<file path="config.mk">
export PLATFORM = sky130hd
export DESIGN_NAME = sequence_player
export DESIGN_NICKNAME = d
export VERILOG_FILES = /design/src/rtl/game_pkg.sv /design/src/rtl/phase_timer.sv /design/src/rtl/sequence_player.sv
export SDC_FILE = /design/constraint.sdc
export NUM_CORES = 1
export LEC_CHECK = 0
export CAP_MARGIN = 20
export CORE_AREA = 2 2 81 83
export CTS_CLUSTER_SIZE = 12
export DETAILED_ROUTE_END_ITERATION = 8
export DIE_AREA = 0 0 83 85
export PLACE_DENSITY = 0.69
export SLEW_MARGIN = 20
export SYNTH_ARGS = -nofsm -noshare
export SYNTH_HDL_FRONTEND = slang
export SYNTH_SLANG_ARGS = --single-unit
</file>
<file path="constraint.sdc">
create_clock -name clk -period 2.4 [get_ports clk]
set_input_delay 0.48 -clock clk [delete_from_list [all_inputs] [get_ports clk]]
set_output_delay 0.48 -clock clk [all_outputs]
set_load 0.01 [all_outputs]
</file>
<file path="src/rtl/game_pkg.sv">
// Shared types and constants for the colour-sequence game: colour encoding,
// sequence packing widths, player FSM states and the colour-to-LED helper.
package game_pkg;

  localparam int SEQ_MAX  = 16;
  localparam int COLOUR_W = 2;
  localparam int SEQ_W    = 32;
  localparam int LEN_W    = 4;
  localparam int LED_W    = 1 << COLOUR_W;

  typedef enum logic [COLOUR_W-1:0] {
    RED    = 2'd0,
    GREEN  = 2'd1,
    BLUE   = 2'd2,
    YELLOW = 2'd3
  } colour_t;

  typedef enum logic [1:0] {
    ST_IDLE,
    ST_ON,
    ST_OFF,
    ST_FIN
  } player_state_t;

  function automatic logic [LED_W-1:0] colour_to_onehot(input colour_t c);
    logic [LED_W-1:0] oh;
    oh    = '0;
    oh[c] = 1'b1;
    return oh;
  endfunction

endpackage

</file>
<file path="src/rtl/phase_timer.sv">
// Loadable down-counter with tick enable and zero flag; times both the lit
// and the dark phase of each colour.
module phase_timer #(
  parameter int CNT_W = 8
) (
  input  logic             clk,
  input  logic             rst_n,
  input  logic             en,
  input  logic             load,
  input  logic [CNT_W-1:0] load_val,
  output logic [CNT_W-1:0] count,
  output logic             zero
);

  // NOTE: sequential state uses <= so every flop samples pre-edge values.
  always_ff @(posedge clk or negedge rst_n) begin
    if (!rst_n) begin
      count <= '0;
    end else if (load) begin
      count <= load_val;
    end else if (en && (count != '0)) begin
      count <= count - CNT_W'(1);
    end
  end

  assign zero = (count == '0);

endmodule

</file>
<file path="src/rtl/sequence_player.sv">
// Plays a latched 2-bit-per-colour sequence onto four one-hot LEDs with a lit
// phase and a dark gap per colour. Optional tone output: SEQ_PLAYER_TONE_EN.
module sequence_player
  import game_pkg::*;
#(
  parameter int ON_CYCLES  = 8,
  parameter int OFF_CYCLES = 4,
  parameter int CNT_W      = 8
`ifdef SEQ_PLAYER_TONE_EN
  ,
  parameter int TONE_DIV_BASE = 16
`endif
) (
  input  logic             clk,
  input  logic             rst_n,
  input  logic             en,
  input  logic             start,
  input  logic             abort,
  input  logic [SEQ_W-1:0] sequence_word,
  input  logic [LEN_W-1:0] sequence_len,
  output logic [LED_W-1:0] led,
  output logic [1:0]       colour_out,
  output logic             busy,
  output logic             done
`ifdef SEQ_PLAYER_TONE_EN
  ,
  output logic             tone
`endif
);

  localparam logic [CNT_W-1:0] ON_LOAD  = CNT_W'(ON_CYCLES - 1);
  localparam logic [CNT_W-1:0] OFF_LOAD = CNT_W'(OFF_CYCLES - 1);

  player_state_t    state_q, state_d;
  logic [SEQ_W-1:0] seq_q;
  logic [LEN_W-1:0] len_q;
  logic [LEN_W-1:0] index_q;
  logic             latch_en;
  logic             index_inc;
  logic             tmr_load;
  logic [CNT_W-1:0] tmr_load_val;
  logic             tmr_en;
  logic             tmr_zero;
  logic [CNT_W-1:0] tmr_count;
  colour_t          cur_colour;

  phase_timer #(.CNT_W(CNT_W)) u_phase_timer (
    .clk      (clk),
    .rst_n    (rst_n),
    .en       (tmr_en),
    .load     (tmr_load),
    .load_val (tmr_load_val),
    .count    (tmr_count),
    .zero     (tmr_zero)
  );

  // NOTE: every signal gets a default first so no path infers a latch.
  always_comb begin
    state_d      = state_q;
    latch_en     = 1'b0;
    index_inc    = 1'b0;
    tmr_load     = 1'b0;
    tmr_load_val = ON_LOAD;
    tmr_en       = 1'b0;
    unique case (state_q)
      ST_IDLE: begin
        if (start && !abort) begin
          latch_en = 1'b1;
          tmr_load = 1'b1;
          state_d  = ST_ON;
        end
      end
      ST_ON: begin
        if (abort) begin
          state_d = ST_IDLE;
        end else if (en) begin
          if (tmr_zero) begin
            tmr_load     = 1'b1;
            tmr_load_val = OFF_LOAD;
            state_d      = ST_OFF;
          end else begin
            tmr_en = 1'b1;
          end
        end
      end
      ST_OFF: begin
        if (abort) begin
          state_d = ST_IDLE;
        end else if (en) begin
          if (!tmr_zero) begin
            tmr_en = 1'b1;
          end else if (index_q == len_q) begin
            state_d = ST_FIN;
          end else begin
            index_inc = 1'b1;
            tmr_load  = 1'b1;
            state_d   = ST_ON;
          end
        end
      end
      ST_FIN:  state_d = ST_IDLE;
      default: state_d = ST_IDLE;
    endcase
  end

  // NOTE: the latched sequence is a plain register, so it resets with the rest.
  always_ff @(posedge clk or negedge rst_n) begin
    if (!rst_n) begin
      state_q <= ST_IDLE;
      seq_q   <= '0;
      len_q   <= '0;
      index_q <= '0;
    end else begin
      state_q <= state_d;
      if (latch_en) begin
        seq_q   <= sequence_word;
        len_q   <= sequence_len;
        index_q <= '0;
      end else if (index_inc) begin
        index_q <= index_q + LEN_W'(1);
      end
    end
  end

  assign cur_colour = colour_t'(seq_q[{index_q, 1'b0} +: COLOUR_W]);
  assign led        = (state_q == ST_ON) ? colour_to_onehot(cur_colour) : '0;
  assign colour_out = (state_q == ST_ON) ? cur_colour : RED;
  assign busy       = (state_q == ST_ON) || (state_q == ST_OFF);
  assign done       = (state_q == ST_FIN);

`ifdef SEQ_PLAYER_TONE_EN
  localparam int TONE_W = $clog2(TONE_DIV_BASE * LED_W + 1);

  logic [TONE_W-1:0] tone_cnt_q;
  logic [TONE_W-1:0] tone_half;

  assign tone_half = TONE_W'(TONE_DIV_BASE * (int'(cur_colour) + 1));

  // Leaving ON clears the divider, so each lit phase starts with tone low.
  always_ff @(posedge clk or negedge rst_n) begin
    if (!rst_n) begin
      tone_cnt_q <= '0;
      tone       <= 1'b0;
    end else if (state_q != ST_ON) begin
      tone_cnt_q <= '0;
      tone       <= 1'b0;
    end else if (tone_cnt_q == tone_half - TONE_W'(1)) begin
      tone_cnt_q <= '0;
      tone       <= ~tone;
    end else begin
      tone_cnt_q <= tone_cnt_q + TONE_W'(1);
    end
  end
`endif

endmodule
</file>
# Word-level counts from Yosys, hierarchy flattened
# Cells that the tools add are included.
# totals
ramBits	0
inputBits	41
regBits	50
mem_bits_ro	0
latchBits	0
memories	0
# classes
n_div	0
bitwise	0
n_shift	1
order_cmp	2
reduce_logical	12
n_mux	36
multipliers	0
n_eq_ne	9
add_sub_neg	2
# ops
op	n
32-bit by 6-bit variable part select with 2-bit output	1
2-bit two-way mux	9
8-bit two-way mux	2
1-bit two-way mux	15
3-bit two-way mux	4
4-bit two-way mux	3
3-bit != test (second input constant)	4
8-bit zero test	1
2-bit one-hot mux with 4 select lines	1
8-bit nonzero test	1
8-bit by 1-bit subtractor with 8-bit output (second input constant)	1
5-bit AND reduction	1
4-bit by 1-bit adder with 4-bit output (second input constant)	1
2-bit equality test (second input constant)	2
4-bit equality test	1
2-bit nonzero test	2
1-bit logical AND	3
2-bit by 3-bit less-than comparator with 1-bit output (second input constant)	1
1-bit one-hot mux with 3 select lines	1
1-bit demux with 2-bit select	1
2-bit by 1-bit equality test with 1-bit output (second input constant)	1
2-bit by 1-bit greater-or-equal comparator with 1-bit output (second input constant)	1
2-bit zero test	1
2-bit != test (second input constant)	1
3 further kinds	3

# Longest topological paths before layout
# depth
depth_word	8
depth_mapped	7
depth_no_buf	6

# Hierarchy
# A second synthesis with hierarchy kept.
# unflattened
hier_cells	304
area_unflattened_um2	2777.7
# modules_own_cells
mod	cells_each	seq_area_each_um2	n_inst	area_each_um2
sequence_player	246	1051.0	1	2249.7
phase_timer	58	200.2	1	528.0

# Least setup slack after synthesis
# Ideal clock, no wire load.
# synth_path
kind	flip-flop to output port
from	register index_q[0]
to	output led[2]
t_arrival_ps	1651
n_path_buf	1
t_required_ps	1920
path_stages_with_launch	6
setup_slack_ps	269
cell_sequence	dfrtp_1 -> buf_2 -> mux4_2 -> mux2i_1 -> o22ai_1 -> a21boi_0
# synth_via
elab_chain_cells	6
word_cells_on_any_way	7
classes_between	order compare: 2; shift: 1; mux: 3; reduce/logical: 1
# synth_rtl
element	line	text
start: declaration	sequence_player.sv:37	logic [LEN_W-1:0] index_q;
start signal: assignment	sequence_player.sv:120	index_q <= index_q + LEN_W'(1);
32-bit by 6-bit variable part select with 2-bit output *	sequence_player.sv:125	assign cur_colour = colour_t'(seq_q[{index_q, 1'b0} +: COLOUR_W]);
2-bit by 3-bit less-than comparator with 1-bit output (not written as such) / 2-bit by 1-bit greater-or-equal comparator with 1-bit output (equally long branches)	game_pkg.sv:28	oh[c] = 1'b1;
1-bit logical AND (not written as such)	game_pkg.sv:28	
1-bit two-way mux (not written as such)	game_pkg.sv:28	
1-bit demux with 2-bit select *	game_pkg.sv:28	
4-bit two-way mux *	sequence_player.sv:126	assign led = (state_q == ST_ON) ? colour_to_onehot(cur_colour) : '0;
end: declaration	sequence_player.sv:21	output logic [LED_W-1:0] led,
# Mark *: on every way between the ends. The rest lies on a longest branch, timed or not.

# Worst setup path after layout
# layout_path
from	register index_q[2]
to	output colour_out[1]
# layout_via
elab_chain_cells	2
# layout_rtl
element	line	text
32-bit by 6-bit variable part select with 2-bit output	sequence_player.sv:125	
2-bit two-way mux	sequence_player.sv:127	assign colour_out = (state_q == ST_ON) ? cur_colour : RED;
end: declaration	sequence_player.sv:22	output logic [1:0] colour_out,
# Every way passes these cells.

==> results <==
- The number of flops mapped to enable cells by yosys is 0.
- The cell area after placement is 3412 um^2.
- The combined global-route utilization of all metal layers is 16.72%.
- The initial utilization of the core area, before any placement, comes to 43.62%.
- Routability-driven placement finished with a final weighted congestion of 0.7937.
- For this block, the routed nets add up to 5491 um of wire.
- The global route total overflow is 0.
- The area of the core is 6205 um^2.
- The number of synthesized register bits is 50.
- Once routing completed, OpenROAD measured the worst setup slack at -0.1321 ns.
- After legalization and detailed placement, the total HPWL measured 4066 um.
- STA classifies the critical path startpoint as a register.
- The worst endpoint data arrival time is 2.05 ns.
- 49 I/O pins were placed.
- The final worst clock skew is 0.007653 ns.
- The number of buffer cells added on primary ports is 48.
- Measured along the y axis, the die boundary spans 85 um.
- CTS placed an instance of clkbuf_8 at the clock tree root.
- The count of final max-slew check failures is 0.
- Leaving out fill and tap cells, the most frequent cell in the layout is dfrtp_1.
- In the final design database the tool counted 340 nets.
- The maximum fanout encountered on the critical timing path is 3.
- Clock-pin slew was measured on the worst setup and hold paths at 0.09 ns.
- After routing the design area is 3531 um^2.
- Of all flip-flops after synthesis, the portion carrying an async set or reset was 100.0%.
- The final reports fail on setup timing.
- The die span in x is 83 um.
- In this run, the number of DRC markers left after iteration 0 of detailed routing was 89.
- The ratio of final minimum period to clock period is 105.5%.
- The clock reaches the later pin of the worst-skew pair after 0.30 ns.
- The kind of capture point of the worst setup path is an output pin.
- The final setup violation count is 6.
- The via count of the first global-routing pass is 2,013.
- The cell count after synthesis is 222.
- The share of post-route cells with drive strength above 1 is 32.65%.
- The top-area cell type share of the netlist area is 46.23%.
- The H-tree generated during clock tree synthesis spans 2 levels.
- Max-cap violations in this run came to 0.
- In this run the tightest slew margin relative to its limit is 35.37%.
- The worst hold margin is 0.1858 ns.
- The number of hold violations in the final report is 0.
- After detailed routing, the average wire length per cell comes to 14.92 um.
- The power per cell area is 979.1 nW/um^2.
- Buffers inserted to repair hold after CTS numbered 0.
- The count of synthesis-stage warnings from yosys is 0.
- The number of antenna violations at the first check in global routing was 0.
- For this run, the leading register cell type out of synthesis is dfrtp_1.
- The first detailed-routing pass ran for 4 iterations.
- The repair_antennas step left the layout with diodes totalling 0.
- The biggest area contributor in the post-synthesis netlist is dfrtp_1.
- The layout-stage area growth over the synthesis result is 30.47%.
- The design draws 3.457 mW.
- In the routed layout, each cell is associated on average with a via count of 5.345.
- The number of nets still failing antenna checks after routing is 0.
- The required time of the critical path is 1.92 ns.
- Setup repair after global routing could not meet its margin everywhere.
- The count of filler cells inserted in the layout is 515.
- In this run the cell area of the synthesized design comes to 2706 um^2.
- The mean area per synthesized cell is 12.19 um^2.
- Across all register-to-register paths, the minimum setup slack is 0.17 ns.
- The number of sinks driven by the clock tree is 50.
- The maximum number of pins on one net before global-route repair is 41.
- For the pin with the worst max-slew slack, the measured transition is 0.9570 ns.
- After synthesis, the cell types taking the most area are dfrtp_1 (46%), mux2_2 (15%), mux4_2 (5.0%).
- The clock buffer count from CTS is 5.
- The number of nets in the synthesized netlist is 271.
- The netlist uses 49 different library cells.
- After floorplanning, the core was divided into 29 placement rows.
- The overall via count from detail_route is 1,967.
- The sequential share of the synthesized area is 46.23%.
- The worst supply voltage drop on vdd is 0.5272 mV.
- No sink is reached through more buffers than the 2 on the longest clock path.
- The leakage dissipation is 1.499 nW.
- The die covers 7055 um^2.
- After detailed routing, the number of remaining DRC violations is 0.
- The minimum clock period is 2.532 ns.
- By startpoint and endpoint, the worst setup path is classified as register to output pin.
- Leaving out fill and tap cells, the most frequent cells in the layout are dfrtp_1 (49), clkdlybuf4s50_1 (41), mux2_2 (36).
- The clock tree from TritonCTS is done.
- The path class of the tightest hold or removal check is input pin to asynchronous set/reset pin.
- Timing would allow up to 394.9 MHz.
- The global-route wire length before repair is 9653 um.
- The run finished, with violations left.
==> sequential cells by signal, indices dropped and copies added (netlist names) <==
signal / cells
len_q: 4
u_phase_timer.count: 8
state_q: 2
seq_q: 32
index_q: 4
==> worst max-delay path, stage by stage (launching register included) <==
cell,delay [ns]
dfrtp_1,0.39
buf_4,0.15
mux4_2,0.50
mux2i_2,0.18
o22ai_1,0.11
buf_4,0.14
dlygate4sd2_1,0.27
==> final cells by class <==
class | count | area [um^2] | area share (%)
repair buffers | 74 | 676.9 | 19.17
clock buffers | 5 | 68.82 | 1.949
well taps | 77 | 96.34 | 2.729
clock inverters | 2 | 13.76 | 0.3898
multi-input cells | 151 | 1389 | 39.33
flip-flops and latches | 50 | 1252 | 35.47
inverters | 9 | 33.78 | 0.9568
==> layer usage <==
metal  GRT usage (%)  up-vias  routed length, um
met5               0        -                  0
met4           3.875        0                 46
met3           3.502        5                149
met2           27.79       27               2701
met1           22.73      981               2594
li1                -      954                  -
==> through the flow <==
stage	std cells	utilization [%]	TNS, ns	setup WS, ns
after detailed placement	357	54.99	-0.7834	-0.1625
after global placement	357	54.99	-0.6210	-0.1404
after CTS	367	56.64	-0.6161	-0.1389
final	368	56.91	-0.5907	-0.1321
after global routing	368	56.91	-1.228	-0.2404
after floorplan	222	-	0	0.2693
==> where the power goes <==
part           total, mW  switching (mW)  internal, mW
logic               1.52           0.654         0.863
registers           1.46           0.242          1.22
clock network      0.478           0.276         0.202
total               3.46            1.17          2.29
==> Yosys cell counts, types with 2 or more instances <==
cell	number
mux2i_1	9
dfrtp_1	50
o21ai_0	5
o31ai_1	5
a22oi_1	3
a211o_1	2
mux4_2	6
xnor2_1	2
or3_2	2
nor2_1	8
or4_1	3
or3_1	2
nand4b_1	2
buf_2	7
mux2_2	36
and2_1	2
nand2b_1	2
inv_1	9
a21oi_1	11
xor2_1	4
nand2_1	7
o41ai_1	2
ha_1	8
nor2b_1	8
clkbuf_1	3
==> repair_timing <==
action,in CTS,in global routing
gates resized for setup,27,3
endpoints found under the setup margin,6,6
buffers inserted,3,1
pin swaps,3,1
==> worst paths after layout <==
check / from / to / cells past startpoint
setup reg to reg: index_q[1] / index_q[0] / 5
setup / recovery: index_q[2] / colour_out[1] / 6
min in group clk: u_phase_timer.count[1] / u_phase_timer.count[1] / 1
hold / removal: rst_n / index_q[1] / 1
max in group asynchronous: rst_n / seq_q[31] / 2
hold reg to reg: u_phase_timer.count[1] / u_phase_timer.count[1] / 1
==> logic make-up after synthesis <==
family          after synthesis  share of synthesized area [%]
flops                        50                          46.23
simple gates                 46                          10.63
fa+ha+maj                     8                          3.699
mux                          51                          23.30
compound gates               40                          10.82
buf+inv                      21                          3.375
xor+xnor                      6                          1.942
Power figures use the tool's default switching activity.
